## src/rtl/hazard_ctrl.sv

```systemverilog
// Hazard and stall sequencer for the 3-stage core.
// Drives hold/bubble/flush, mul/div start and forward selects.
module hazard_ctrl #(
  parameter int FLUSH_CYCLES = 2,
  parameter int CNT_W        = 16
) (
  input  logic             clk,
  input  logic             rst,
  input  logic             l2_valid,
  input  logic [4:0]       l2_rs1,
  input  logic [4:0]       l2_rs2,
  input  logic             l2_rs1_used,
  input  logic             l2_rs2_used,
  input  logic             l2_is_mdiv,
  input  logic             redirect_l2,
  input  logic             l3_valid,
  input  logic [4:0]       l3_rd,
  input  logic             l3_wen,
  input  logic             l3_is_load,
  input  logic             dmem_rvalid,
  input  logic             mdiv_done,
  output logic             mdiv_start,
  output logic             stall_l1,
  output logic             stall_l2,
  output logic             stall_l3,
  output logic             bubble_l3,
  output logic             flush_l1,
  output logic             fwd_a,
  output logic             fwd_b,
  output logic [CNT_W-1:0] perf_stall_cnt
);

  typedef enum logic [1:0] {
    RUN,
    MDIV_WAIT,
    FLUSH
  } state_t;

  localparam logic [3:0] FLUSH_LOAD = 4'(FLUSH_CYCLES - 1);
  localparam logic [CNT_W-1:0] CNT_MAX = {CNT_W{1'b1}};
  localparam logic [CNT_W-1:0] CNT_ONE =
    {{(CNT_W-1){1'b0}}, 1'b1};

  state_t           state_q, state_d;
  logic [3:0]       fcnt_q, fcnt_d;
  logic             done_seen_q, done_seen_d;
  logic             mdiv_start_q, mdiv_start_d;
  logic [CNT_W-1:0] perf_q;

  logic mem_wait;
  logic done_eff;
  logic mdiv_hold;
  logic stall;
  logic accept;
  logic l3_fwd_ok;

  assign mem_wait  = l3_valid & l3_is_load & ~dmem_rvalid;
  // A done seen under mem_wait stays latched until memory releases.
  assign done_eff  = (state_q == MDIV_WAIT) &
                     (mdiv_done | done_seen_q);
  assign mdiv_hold = l2_valid & l2_is_mdiv & ~done_eff;
  assign stall     = mem_wait | mdiv_hold;
  assign accept    = (state_q == RUN) & l2_valid &
                     redirect_l2 & ~stall;

  assign l3_fwd_ok = l3_valid & l3_wen & (l3_rd != 5'd0);
  assign fwd_a     = l3_fwd_ok & l2_rs1_used & (l2_rs1 == l3_rd);
  assign fwd_b     = l3_fwd_ok & l2_rs2_used & (l2_rs2 == l3_rd);

  assign stall_l3       = mem_wait;
  assign stall_l2       = stall;
  assign stall_l1       = stall;
  assign bubble_l3      = stall & ~mem_wait;
  assign flush_l1       = accept | (state_q == FLUSH);
  assign mdiv_start     = mdiv_start_q;
  assign perf_stall_cnt = perf_q;

  // Next-state logic for the sequencer FSM.
  always_comb begin
    state_d      = state_q;
    fcnt_d       = fcnt_q;
    done_seen_d  = done_seen_q;
    mdiv_start_d = 1'b0;
    unique case (state_q)
      RUN: begin
        if (l2_valid & l2_is_mdiv & ~mem_wait) begin
          state_d      = MDIV_WAIT;
          mdiv_start_d = 1'b1;
          done_seen_d  = 1'b0;
        end else if (accept && (FLUSH_CYCLES > 1)) begin
          state_d = FLUSH;
          fcnt_d  = FLUSH_LOAD;
        end
      end
      MDIV_WAIT: begin
        if (mdiv_done | done_seen_q) begin
          if (mem_wait) begin
            done_seen_d = 1'b1;
          end else begin
            state_d     = RUN;
            done_seen_d = 1'b0;
          end
        end
      end
      FLUSH: begin
        fcnt_d = fcnt_q - 4'd1;
        if (fcnt_q <= 4'd1) begin
          state_d = RUN;
          fcnt_d  = 4'd0;
        end
      end
      default: begin
        state_d = RUN;
        fcnt_d  = 4'd0;
      end
    endcase
  end

  // State, start pulse and flush counter registers.
  always_ff @(posedge clk) begin
    if (rst) begin
      state_q      <= RUN;
      fcnt_q       <= 4'd0;
      done_seen_q  <= 1'b0;
      mdiv_start_q <= 1'b0;
    end else begin
      state_q      <= state_d;
      fcnt_q       <= fcnt_d;
      done_seen_q  <= done_seen_d;
      mdiv_start_q <= mdiv_start_d;
    end
  end

  // Saturating count of l2 stall cycles.
  always_ff @(posedge clk) begin
    if (rst) begin
      perf_q <= '0;
    end else if (stall && (perf_q != CNT_MAX)) begin
      perf_q <= perf_q + CNT_ONE;
    end
  end

endmodule

```

## config.mk

```make
export PLATFORM = sky130hd
export DESIGN_NAME = hazard_ctrl
export DESIGN_NICKNAME = d
export VERILOG_FILES = /design/src/rtl/hazard_ctrl.sv
export SDC_FILE = /design/constraint.sdc
export NUM_CORES = 1
export LEC_CHECK = 0
export CELL_PAD_IN_SITES_DETAIL_PLACEMENT = 0
export CELL_PAD_IN_SITES_GLOBAL_PLACEMENT = 1
export CORE_ASPECT_RATIO = 1.4
export CORE_UTILIZATION = 32
export CTS_BUF_LIST = sky130_fd_sc_hd__clkbuf_8 sky130_fd_sc_hd__clkbuf_16
export CTS_CLUSTER_SIZE = 20
export DETAILED_ROUTE_END_ITERATION = 12
export PLACE_DENSITY = 0.86
export REMOVE_ABC_BUFFERS = 1
export SYNTH_ARGS = -nofsm -noshare
export SYNTH_HDL_FRONTEND = slang
export SYNTH_SLANG_ARGS = --single-unit
```

## constraint.sdc

```tcl
create_clock -name clk -period 1.95 [get_ports clk]
set_input_delay 0.2925 -clock clk [delete_from_list [all_inputs] [get_ports clk]]
set_output_delay 0.2925 -clock clk [all_outputs]
set_load 0.01 [all_outputs]
```

Word-level counts from Yosys, hierarchy flattened
Cells that the tools add are included.

storage, ports and cells
  bits of input ports = 27
  word-level logic and storage cells = 68
  register bits = 24

cells by class
  $lt $le $gt $ge = 1
  add/sub/neg operators = 2
  reductions and logical operators = 8
  muxes and demuxes = 15
  bitwise gates (word level) = 25
  equality and inequality tests = 12

operator list
  operator                                                                           number
  16-bit by 1-bit adder with 16-bit output (second input constant)                   1
  1-bit AND                                                                          16
  16-bit inequality test (second input constant)                                     1
  4-bit two-way mux                                                                  3
  4-bit one-hot mux with 3 select lines                                              1
  5-bit == test                                                                      2
  2-bit two-way mux                                                                  5
  2-bit by 1-bit inequality test with 1-bit output (second input constant)           3
  2-bit inequality test (second input constant)                                      3
  1-bit NOT                                                                          6
  2-bit one-hot mux with 3 select lines                                              1
  3-bit AND reduction                                                                2
  5-bit nonzero test                                                                 1
  4-bit by 1-bit less-or-equal comparator with 1-bit output (second input constant)  1
  1-bit two-way mux                                                                  4
  4-bit AND reduction                                                                1
  4-bit by 1-bit subtractor with 4-bit output (second input constant)                1
  3-bit by 2-bit inequality test with 1-bit output (second input constant)           1
  1-bit bitwise OR                                                                   3
  2-bit by 1-bit == test with 1-bit output (second input constant)                   1
  2-bit == test (second input constant)                                              1
  2-bit zero test                                                                    1
  1-bit one-hot mux with 2 select lines                                              1
  2-bit nonzero test                                                                 1
  2 further kinds                                                                    2

Longest topological paths before layout
  depth in word-level cells = 10
  depth in mapped cells = 7
  depth with buffers taken out = 7

Least setup slack after synthesis
Ideal clock, no wire load.

  kind = reg-to-reg
  start = register perf_q[0] (netlist: perf_stall_cnt[0])
  end = register perf_q[7] (netlist: perf_stall_cnt[7])
  slack = 0.201 ns
  setup time = 0.121 ns
  data arrival time = 1.628 ns
  cell stages (with the launch flop) = 7
  period minus slack after synthesis = 1.749 ns
  cells stage by stage = dfxtp_1 ha_1 nand4_1 nor3_1 a211oi_1 nand3_1 mux2_2

on the way
  longest elaborated chain between the ends = 2
  elaborated cells on any way between the ends = 3
  classes of those cells = 1 x add/sub; 1 x eq/ne; 1 x reduce/logical

ends and longest elaborated chain
  item                                                                              line  RTL
  start: declaration                                                                48    logic [CNT_W-1:0] perf_q;
  start signal: assignment                                                          139   perf_q <= perf_q + CNT_ONE;
  branches (longest 2 deep; another with 16-bit by 1-bit adder with 16-bit output)  -

Several ways; the timed one is not identified.
A chain may end at the register's enable or synchronous reset.

Worst setup path in the final report
  start = input l3_is_load
  end = output flush_l1

on the way
  longest elaborated chain between the ends = 6

ends and longest elaborated chain
  item                    line  RTL
  start: declaration      19    input logic l3_is_load,
  1-bit AND (2 in a row)  57    assign mem_wait = l3_valid & l3_is_load & ~dmem_rvalid;
  1-bit bitwise OR        62    assign stall = mem_wait | mdiv_hold;
  1-bit NOT               64    redirect_l2 & ~stall;
  1-bit AND               64
  1-bit bitwise OR        74    assign flush_l1 = accept | (state_q == FLUSH);
  end: declaration        27    output logic flush_l1,

No other way between the ends.

==> results.md <==
- Top-count cell post-synth: nor2_1
- Max cap viols: 0
- H-Tree Level Count: 1
- Synth cell types: 41
- Register-to-register setup slack: 0.11 ns
- Worst setup margin: a little over 0.08 ns
- Post-synth EDFFs: 0
- Die area: about 4800 µm²
- Via density: around 5.0
- Max-slew headroom: 57.4%
- First-pass GRT wire length: 6500 µm
- Reg2Reg Launch Point: done_seen_q$_SDFFE_PP0P_
- Vias in the first global route: 1505
- Comb power frac: a little under a quarter
- Register share of total power: 48.7%
- Final Critical Period: 1.87 ns
- Setup CP Type: input pin to output port
- CTS Root Cell: clkbuf_8
- I/O pins: 51
- Post-CTS Hold Buffers: 0
- Synth warn: 0
- Worst reg2reg path depth: 7
- Synth area leader: dfxtp_1
- Clk network pwr share: 28.3%
- Placed instance area: 2200 µm²
- Num Clock Sinks: 24
- Core ar.: approximately 4300 µm²
- Outcome: completed
- Nets: 283
- NetSw: roughly 0.00027 W
- Fin. Hold Viols: 0
- Worst r2r dst: perf_stall_cnt[15]$_SDFFE_PP0P_
- Post-route cell area: 2290 µm²
- # DRC: 0
- Asr flop ratio synth: 0%
- Via count: 1548
- Share of cells above drive strength 1: approximately a quarter
- Leading post-synthesis cells by cell area: dfxtp_1 33%, xnor2_1 12%, nor2_1 6.8%
- Post-Syn Area per Cell: 8.35 µm²
- Hold Startpoint: done_seen_q$_SDFFE_PP0P_
- DRT antenna net count: 0
- Num CTS Buffers: 3
- Initial antenna violation count: 0
- Clock skew: ~0.0038 ns
- Hold EP: done_seen_q$_SDFFE_PP0P_
- #FFs+latches synth: 24
- Setup_tns: 0 ns
- Die width: 58.8 µm
- RD Place Congestion: 0.825
- Hold WS: ~0.53 ns
- Clock tree buffer depth: 2
- Sequential area share after synthesis: roughly a third
- DPL Wire Length: approximately 2900 µm
- Fin. max-slew vios: 0
- Slew @ Worst Pin: 0.631 ns
- Pleak: slightly below 0.9 nW
- CTS tree: done
- Pre-CTS setup slack: -0.381 ns
- Pin count of the biggest net entering global routing: 16
- Critical Path RT: 1.66 ns
- Port Buf Inserts: 50
- WL/cell: about 12 µm
- Drt first-iter violations: 28
- PwrDens: 454 nW/µm²
- Area overhead of the layout relative to synthesis: 58.7%
- Worst skew pair latency: 0.26 ns
- Period utilization: between 90% and 100%
- Post-synth top cells: 26 x nor2_1, 24 x dfxtp_1, 19 x xnor2_1
- Int Power: 0.000776 W
- Std-Cell Rows: 28
- Reg clk slew, reported paths: ~0.080 ns
- Worst IR Drop VDD: 0.222 mV
- N_diodes: 0
- Share of the synthesized area in the top cell type: 33.2%
- Die Y-Extent: 81.5 µm
- Synthesized area: 1450 µm²
- DRT Wirelength: about 3800 µm
- Fmax: 536 MHz
- Mapped Cells: approximately 170
- Hold Path Depth: 2
- CP Capture Type: output port
- Hold/Removal Path Class: flop to flop
- Total GRT Usage: 17.3%
- Overflow after GRT: 0
- 1st-pass router iterations: 4
- Critical Path Source Type: input pin
- RSZ-0062 raised after global routing: false
- Sw frac: 25.5%
- Initial Util: 33.8%
- Setup violators final: 0
- Most used DFF post-synth: dfxtp_1
- Arrival time at the worst endpoint: roughly 1.6 ns
- CP Max Fanout: 5
[metrics by stage]
step | util (%) | total power [W] | cells
4_1_cts | 53.1 | 0.00105 | 311
3_5_place_dp | 51.4 | 0.000757 | 305
2_1_floorplan | - | 0.000607 | 164
6_report | 53.7 | 0.00104 | 311
3_3_place_gp | 51.4 | 0.000754 | 305
5_1_grt | 53.7 | 0.00110 | 311
[per-layer routing]
| layer | share of wire, % | wire length [µm] | global-route usage [%] |
|---|---|---|---|
| met2 | 55 | 2110 | 33.6 |
| met4 | 0.84 | 32 | 5.00 |
| met5 | 0 | 0 | 0 |
| met3 | 3.7 | 140 | 2.20 |
| met1 | 40 | 1530 | 19.0 |
[placed cells by master, fill, tap and decap left out, drive strengths merged, types with 3 or more instances in the layout]
| master | count |
|---|---|
| dlymetal6s2s | 4 |
| a211oi | 6 |
| dfxtp | 24 |
| a21oi | 12 |
| nor2b | 3 |
| nand2 | 6 |
| xnor2 | 19 |
| nor3 | 7 |
| dlygate4sd2 | 7 |
| a2111oi | 3 |
| o21ai | 3 |
| nand3 | 9 |
| ha | 3 |
| clkdlybuf4s50 | 35 |
| buf | 35 |
| inv | 5 |
| or4 | 3 |
| nor2 | 27 |
| clkbuf | 5 |
| nand4 | 6 |
| mux2 | 4 |
[power groups by stage]
stage / Combinational, W / Sequential (W) / Clock [W]
floorplan: 0.0000810 / 0.000526 / 0
global placement: 0.000236 / 0.000518 / 0
detailed placement: 0.000239 / 0.000518 / 0
CTS: 0.000240 / 0.000507 / 0.000306
global route: 0.000262 / 0.000510 / 0.000327
finish: 0.000240 / 0.000507 / 0.000295
[registers in the layout, indices dropped and copies added (netlist names)]
signal,count
state_q,2
perf_stall_cnt,16
fcnt_q,4
mdiv_start,1
done_seen_q,1
[logic make-up after synthesis]
| kind of cell | count (synthesis) | share of synthesized area [%] |
|---|---|---|
| xor gates and xnor gates | 19 | 11.5 |
| and+or+nand+nor | 72 | 24.8 |
| AOI/OAI and AO/OA | 35 | 18.6 |
| buffers and inverters | 15 | 5.45 |
| adders and majority gates | 3 | 2.60 |
| muxes | 5 | 3.81 |
| DFF | 24 | 33.2 |
[repair_timing]
item	4_1_cts	5_1_grt
pin swaps	5	7
gates resized for setup	21	15
setup endpoints to repair	8	12
buffers inserted	3	0
[final cells by class]
cell class	count	area, µm²
clock buffers	3	41.3
fillers	446	1980
inverters	6	23.8
well taps	60	75.1
flip-flops and latches	24	480
multi-input cells	134	927
repair buffers	84	746
[critical path: stages]
cell and delay [ns]:
clkdlybuf4s50_1 0.45, nand2_1 0.05, or2_4 0.27, a41oi_2 0.18, nor2_1 0.05, dlygate4sd2_1 0.28
[worst max path at each step]
| stage | startpoint | endpoint |
|---|---|---|
| 2_1_floorplan | state_q[0]$_SDFFE_PP0P_ | perf_stall_cnt[7]$_SDFFE_PP0P_ |
| 3_3_place_gp | l3_rd[2] | fwd_a |
| 3_5_place_dp | l3_rd[1] | fwd_a |
| 4_1_cts | l3_rd[3] | fwd_a |
| 5_1_grt | l3_rd[1] | fwd_b |
| 6_report | l3_is_load | flush_l1 |
Note: power is estimated with default switching activity, not from simulation.
